[src/rtl/reg_file_writeback_pkg.sv]
// Shared definitions for the GPR file, its WB write side and the load-use scoreboard.
package reg_file_writeback_pkg;

    localparam int unsigned REG_NUM      = 32;
    localparam int unsigned ADDR_WIDTH   = 5;
    localparam int unsigned DATA_WIDTH   = 32;
    localparam int unsigned REG_ADDR_BUS = ADDR_WIDTH;
    localparam int unsigned DATA_BUS     = DATA_WIDTH;
    localparam int unsigned COUNT_WIDTH  = 32;

    localparam logic READ_ENABLE  = 1'b1;
    localparam logic WRITE_ENABLE = 1'b1;
    localparam logic RST_ENABLE   = 1'b0;

    localparam logic [DATA_BUS-1:0] ZERO_WORD = '0;

    typedef struct packed {
        logic                    en;
        logic [REG_ADDR_BUS-1:0] addr;
        logic [DATA_BUS-1:0]     data;
    } wb_write_t;

    // A read port must wait if its source is owned by an unfinished load.
    function automatic logic port_hit(
        input logic                    en,
        input logic [REG_ADDR_BUS-1:0] addr,
        input logic                    pending_bit,
        input logic                    wb_en,
        input logic [REG_ADDR_BUS-1:0] wb_addr,
        input logic                    ld_set,
        input logic [REG_ADDR_BUS-1:0] ld_addr
    );
        logic wb_covers;
        logic ld_match;
        wb_covers = (wb_en == WRITE_ENABLE) && (wb_addr == addr);
        ld_match  = ld_set && (ld_addr == addr);
        return (en == READ_ENABLE) && (addr != '0) &&
               ((pending_bit && !wb_covers) || ld_match);
    endfunction

endpackage

[src/rtl/reg_file_writeback_load_scoreboard.sv]
// Pending-load scoreboard: tracks load destinations between EX and WB and flags load-use hazards.
module load_scoreboard
    import reg_file_writeback_pkg::*;
(
    input  logic                    clk,
    input  logic                    rst,
    input  logic                    wb_write_en,
    input  logic [REG_ADDR_BUS-1:0] wb_write_addr,
    input  logic                    ex_load_en,
    input  logic [REG_ADDR_BUS-1:0] ex_load_addr,
    input  logic                    flush,
    input  logic                    read_en_1,
    input  logic [REG_ADDR_BUS-1:0] read_addr_1,
    input  logic                    read_en_2,
    input  logic [REG_ADDR_BUS-1:0] read_addr_2,
    output logic                    stall_req_c
);

    logic [REG_NUM-1:0] pending;
    logic [REG_NUM-1:0] pending_next;
    logic               load_set;
    logic               hit_1;
    logic               hit_2;

    // Set is applied after clear so the younger load keeps ownership.
    always_comb begin
        pending_next = pending;
        load_set     = ex_load_en && !flush && (ex_load_addr != '0);
        if (wb_write_en == WRITE_ENABLE) begin
            pending_next[wb_write_addr] = 1'b0;
        end
        if (load_set) begin
            pending_next[ex_load_addr] = 1'b1;
        end
        pending_next[0] = 1'b0;

        hit_1 = port_hit(read_en_1, read_addr_1, pending[read_addr_1],
                         wb_write_en, wb_write_addr, load_set, ex_load_addr);
        hit_2 = port_hit(read_en_2, read_addr_2, pending[read_addr_2],
                         wb_write_en, wb_write_addr, load_set, ex_load_addr);
        stall_req_c = (rst != RST_ENABLE) && (hit_1 || hit_2);
    end

    always_ff @(posedge clk) begin
        if (rst == RST_ENABLE) begin
            pending <= '0;
        end else begin
            pending <= pending_next;
        end
    end

endmodule

[src/rtl/reg_file_writeback.sv]
// Architectural GPR file with WB write-through bypass, load-use interlock and stall counter.
module reg_file_writeback
    import reg_file_writeback_pkg::*;
(
    input  logic                    clk,
    input  logic                    rst,
    input  logic                    wb_write_en,
    input  logic [REG_ADDR_BUS-1:0] wb_write_addr,
    input  logic [DATA_BUS-1:0]     wb_write_data,
    input  logic                    read_en_1,
    input  logic [REG_ADDR_BUS-1:0] read_addr_1,
    output logic [DATA_BUS-1:0]     read_data_1,
    input  logic                    read_en_2,
    input  logic [REG_ADDR_BUS-1:0] read_addr_2,
    output logic [DATA_BUS-1:0]     read_data_2,
    input  logic                    ex_load_en,
    input  logic [REG_ADDR_BUS-1:0] ex_load_addr,
    input  logic                    flush,
    output logic                    stall_req,
    output logic [COUNT_WIDTH-1:0]  stall_count
);

    logic [DATA_BUS-1:0] regs [REG_NUM];
    wb_write_t           wb;
    logic                stall_req_c;

    assign wb = '{en: wb_write_en, addr: wb_write_addr, data: wb_write_data};

    function automatic logic [DATA_BUS-1:0] read_mux(
        input logic                    in_reset,
        input logic                    en,
        input logic [REG_ADDR_BUS-1:0] addr,
        input wb_write_t               w,
        input logic [DATA_BUS-1:0]     stored
    );
        if (in_reset || (en != READ_ENABLE) || (addr == '0)) begin
            return ZERO_WORD;
        end
        if ((w.en == WRITE_ENABLE) && (w.addr == addr)) begin
            return w.data;
        end
        return stored;
    endfunction

    always_comb begin
        read_data_1 = read_mux(rst == RST_ENABLE, read_en_1, read_addr_1, wb, regs[read_addr_1]);
        read_data_2 = read_mux(rst == RST_ENABLE, read_en_2, read_addr_2, wb, regs[read_addr_2]);
    end

    load_scoreboard u_load_scoreboard (
        .clk           (clk),
        .rst           (rst),
        .wb_write_en   (wb_write_en),
        .wb_write_addr (wb_write_addr),
        .ex_load_en    (ex_load_en),
        .ex_load_addr  (ex_load_addr),
        .flush         (flush),
        .read_en_1     (read_en_1),
        .read_addr_1   (read_addr_1),
        .read_en_2     (read_en_2),
        .read_addr_2   (read_addr_2),
        .stall_req_c   (stall_req_c)
    );

    assign stall_req = stall_req_c;

    // Register 0 is never written, so it stays at its reset value of zero.
    always_ff @(posedge clk) begin
        if (rst == RST_ENABLE) begin
            for (int i = 0; i < int'(REG_NUM); i++) begin
                regs[i] <= ZERO_WORD;
            end
            stall_count <= '0;
        end else begin
            if ((wb.en == WRITE_ENABLE) && (wb.addr != '0)) begin
                regs[wb.addr] <= wb.data;
            end
            if (stall_req_c && (stall_count != '1)) begin
                stall_count <= stall_count + COUNT_WIDTH'(1);
            end
        end
    end

endmodule
[config.mk]
export PLATFORM = sky130hd
export DESIGN_NAME = reg_file_writeback
export DESIGN_NICKNAME = d
export VERILOG_FILES = /design/src/rtl/reg_file_writeback_pkg.sv /design/src/rtl/reg_file_writeback_load_scoreboard.sv /design/src/rtl/reg_file_writeback.sv
export SDC_FILE = /design/constraint.sdc
export NUM_CORES = 2
export LEC_CHECK = 0
export CAP_MARGIN = 15
export CORE_ASPECT_RATIO = 1.1
export CORE_MARGIN = 5
export CORE_UTILIZATION = 60
export DETAILED_ROUTE_END_ITERATION = 10
export GPL_ROUTABILITY_DRIVEN = 0
export PLACE_DENSITY_LB_ADDON = 0.25
export SYNTH_ARGS = -nofsm -noshare
export SYNTH_HDL_FRONTEND = slang
export SYNTH_HIERARCHICAL = 1
export SYNTH_SLANG_ARGS = --single-unit
[constraint.sdc]
create_clock -name clk -period 6.84 [get_ports clk]
set_clock_uncertainty 0.15 [all_clocks]
set_input_delay 1.368 -clock clk [delete_from_list [all_inputs] [get_ports clk]]
set_output_delay 1.368 -clock clk [all_outputs]
set_load 0.005 [all_outputs]
==> results.py <==
metrics = {
    "cts": {
        "htree_levels": 3,
        "clk_pin_slew_worst_paths_ps": 60,
        "ctsHoldBuffers": 0,
        "cts_tree": "yes",
        "clk_path_buf_depth": 3,
        "post_cts_resized": 0,
        "clockRootBuffer": "clkbuf_16",
        "cts_num_sinks": 1087,
        "clkLatencyLatePin_ps": 700,
        "numCtsBuffers": 110,
        "postCtsSetupBuffers": 0,
    },
    "power": {
        "power.density_nw_per_um2": 240,
        "p_leak_nw": 22.5,
        "irDropWorstVdd_mv": 0.213,
    },
    "logic_synthesis": {
        "ys_seq_area_share_pct": 54.3,
        "ys.warnings.count": 6,
        "synth_top_area_share_pct": 52.2,
        "postSynthAreaPerCell_um2": 13.7,
        "yosysUniqueCellTypes": 64,
        "synth_edf_count": 1024,
        "syn-cell-area_um2": 58900,
        "synth_area_leader_cell": "edfxtp_1",
        "synthArstFlopShare_pct": 0,
        "synth.area.top_cells": "edfxtp_1 52%, mux4_2 16%, and2_1 10%",
        "synth-seq-cells": 1087,
        "synth_ff_type": "edfxtp_1",
        "syn_inst": 4287,
    },
    "critical_path": {
        "ff2ff_setup_slack_ps": 3420,
        "path_max_fanout": 12,
        "reg2reg_from": "u_load_scoreboard/pending[5]",
        "reg2reg_to": "stall_count[7]",
        "worstSetupStartpointType": "input port",
        "worstPathArrival_ps": 5040,
        "endpoint_kind": "output pin",
        "worstSetupEndpoint": "read_data_2[31]",
        "cp_cell_sequence": "clkdlybuf4s50_1, buf_4, xnor2_1, nand2_1, o21ai_1, buf_4, nor2_1, nor4_1, clkdlybuf4s50_1",
        "crit_required_ps": 5320,
        "worstSetupPathType": "input port to output pin",
        "r2r_cells": 10,
        "crit_path_start": "wb_write_addr[1]",
        "critPathSlowestCell": "nor4_1",
        "cp_slowest_stage_delay_ps": 860,
    },
    "route": {
        "ant_nets": 0,
        "drt-total-wl_um": 196000,
        "routed_via_density": 7.33,
        "drt-initial-drc-count": 6839,
        "drt-pass1-iter-count": 6,
        "vias": 41600,
        "wire_per_inst_um": 34.4,
        "drc": 0,
    },
    "run_status": {
        "status": "finished clean",
    },
    "die": {
        "chipWidth_um": 309,
        "ios": 156,
        "rows": 120,
        "initial_core_util_pct": 60.4,
        "die_h_um": 339,
        "die-area_um2": 105000,
        "core_area_um2": 97400,
    },
    "timing": {
        "rsz0062_at_grt": "no",
        "final.min_clock_period_ps": 6560,
        "slew_violations": 0,
        "max_freq_ghz": 0.152,
        "hold_viol": 0,
        "finalWorstSetupSlack_ps": 282,
        "finalSetupViolCount": 0,
        "tightest_slew_ps": 1300,
        "max_slew_margin_pct": 13.1,
        "post-route-period-util_pct": 95.9,
        "setup_tns_ps": 0,
    },
    "final_layout": {
        "final_common_cell": "edfxtp_1",
        "final_nets": 4369,
        "final_cell_area_um2": 65900,
        "syn_to_final_growth_pct": 11.9,
        "final_cell_mix": "1024 x edfxtp_1, 965 x and2_1, 407 x mux4_2, 202 x mux2i_1, 155 x buf_4",
        "drive_gt1_share_pct": 20.3,
    },
    "placement": {
        "dp_hpwl_um": 118000,
        "io_buffers": 155,
        "dp_slack_ps": 508,
        "placed_cell_area_um2": 62300,
    },
    "global_route": {
        "grt_pass1_wl_um": 280000,
        "grt.total_usage_pct": 36.8,
        "grt_max_degree": 86,
        "first_global_vias": 41400,
        "gr-total-overflow": 0,
        "antenna_found_initial": 8,
    },
    "flow_run": {
        "cap_violations": 0,
    },
    "worst_hold_path": {
        "min_path_type": "register to register",
    },
}
-- cells in the mapped netlist (57+ instances only) --
master	count
buf_2	89
edfxtp_1	1024
nor3_1	57
mux4_2	407
clkbuf_1	313
nand2_1	89
a22oi_1	123
o21ai_0	121
nor2_1	144
and2_1	965
a221oi_1	92
mux2i_1	202
dfxtp_1	63
-- routing by layer --
layer / share of wire (%) / up-vias / GRT usage (%)
met1: 33 / 20600 / 46.6
met5: 0.027 / - / 0
met3: 14 / 870 / 10.4
met2: 46 / 3594 / 57.2
met4: 7.2 / 8 / 21.2
li1: - / 16600 / -
-- cell families after synthesis --
logic type               after synthesis  share of synthesized area [%]
XOR/XNOR                              34                          0.506
other                                  1                        0.00637
AO/OA/AOI/OAI                        638                           7.61
buffers and inverters                464                           3.43
adder cells (fa/ha/maj)                1                         0.0212
multiplexers                         663                           20.2
AND/OR/NAND/NOR                     1399                           13.9
flip-flops                          1087                           54.3
-- how the worst min path moves through the flow --
stage | from | endpoint | depth (start not counted)
3_5_place_dp | stall_count[12] | stall_count[12] | 2
5_1_grt | u_load_scoreboard/pending[4] | u_load_scoreboard/pending[4] | 2
4_1_cts | stall_count[12] | stall_count[12] | 2
2_1_floorplan | u_load_scoreboard/pending[22] | u_load_scoreboard/pending[22] | 2
6_report | u_load_scoreboard/pending[31] | u_load_scoreboard/pending[31] | 2
3_3_place_gp | u_load_scoreboard/pending[21] | u_load_scoreboard/pending[21] | 2
-- layout make-up --
| class | count | area [um2] |
|---|---|---|
| Fill cell | 6590 | 31500 |
| Clock buffer | 136 | 2910 |
| Sequential cell | 1087 | 32000 |
| Timing Repair Buffer | 330 | 3150 |
| Clock inverter | 65 | 599 |
| Tap cell | 1281 | 1600 |
| Inverter | 13 | 48.8 |
| Multi-Input combinational cell | 2767 | 25600 |
| Antenna cell | 3 | 7.51 |
-- sequential cells by signal, summed over array words and instances (netlist names) --
name and cells:
u_load_scoreboard/pending 31, stall_count 32, regs 1024
-- stage by stage --
stage / hold slack (ps) / utilization (%) / power (W) / std cells
2_1_floorplan: 312 / - / 0.00905 / 4318
3_3_place_gp: 324 / 63.9 / 0.00979 / 5472
3_5_place_dp: 340 / 63.9 / 0.00984 / 5472
4_1_cts: 349 / 67.5 / 0.0157 / 5673
5_1_grt: 372 / 67.6 / 0.0162 / 5680
6_report: 343 / 67.6 / 0.0158 / 5682
-- power breakdown --
group | switching [W] | leakage (nW) | internal, W
Clock | 0.00259 | 1.72 | 0.00342
Combinational | 0.00119 | 10.5 | 0.000792
Sequential | 0.000185 | 10.3 | 0.00762
Total | 0.00396 | 22.5 | 0.0118
-- worst max-delay path: cells and delay by family --
kind | cells | cell delay (ps)
compound gates | 1 | 830
xor+xnor | 1 | 140
buf+inv | 4 | 1620
simple gates | 3 | 1060
No activity file was read; power rests on OpenSTA's default activity.
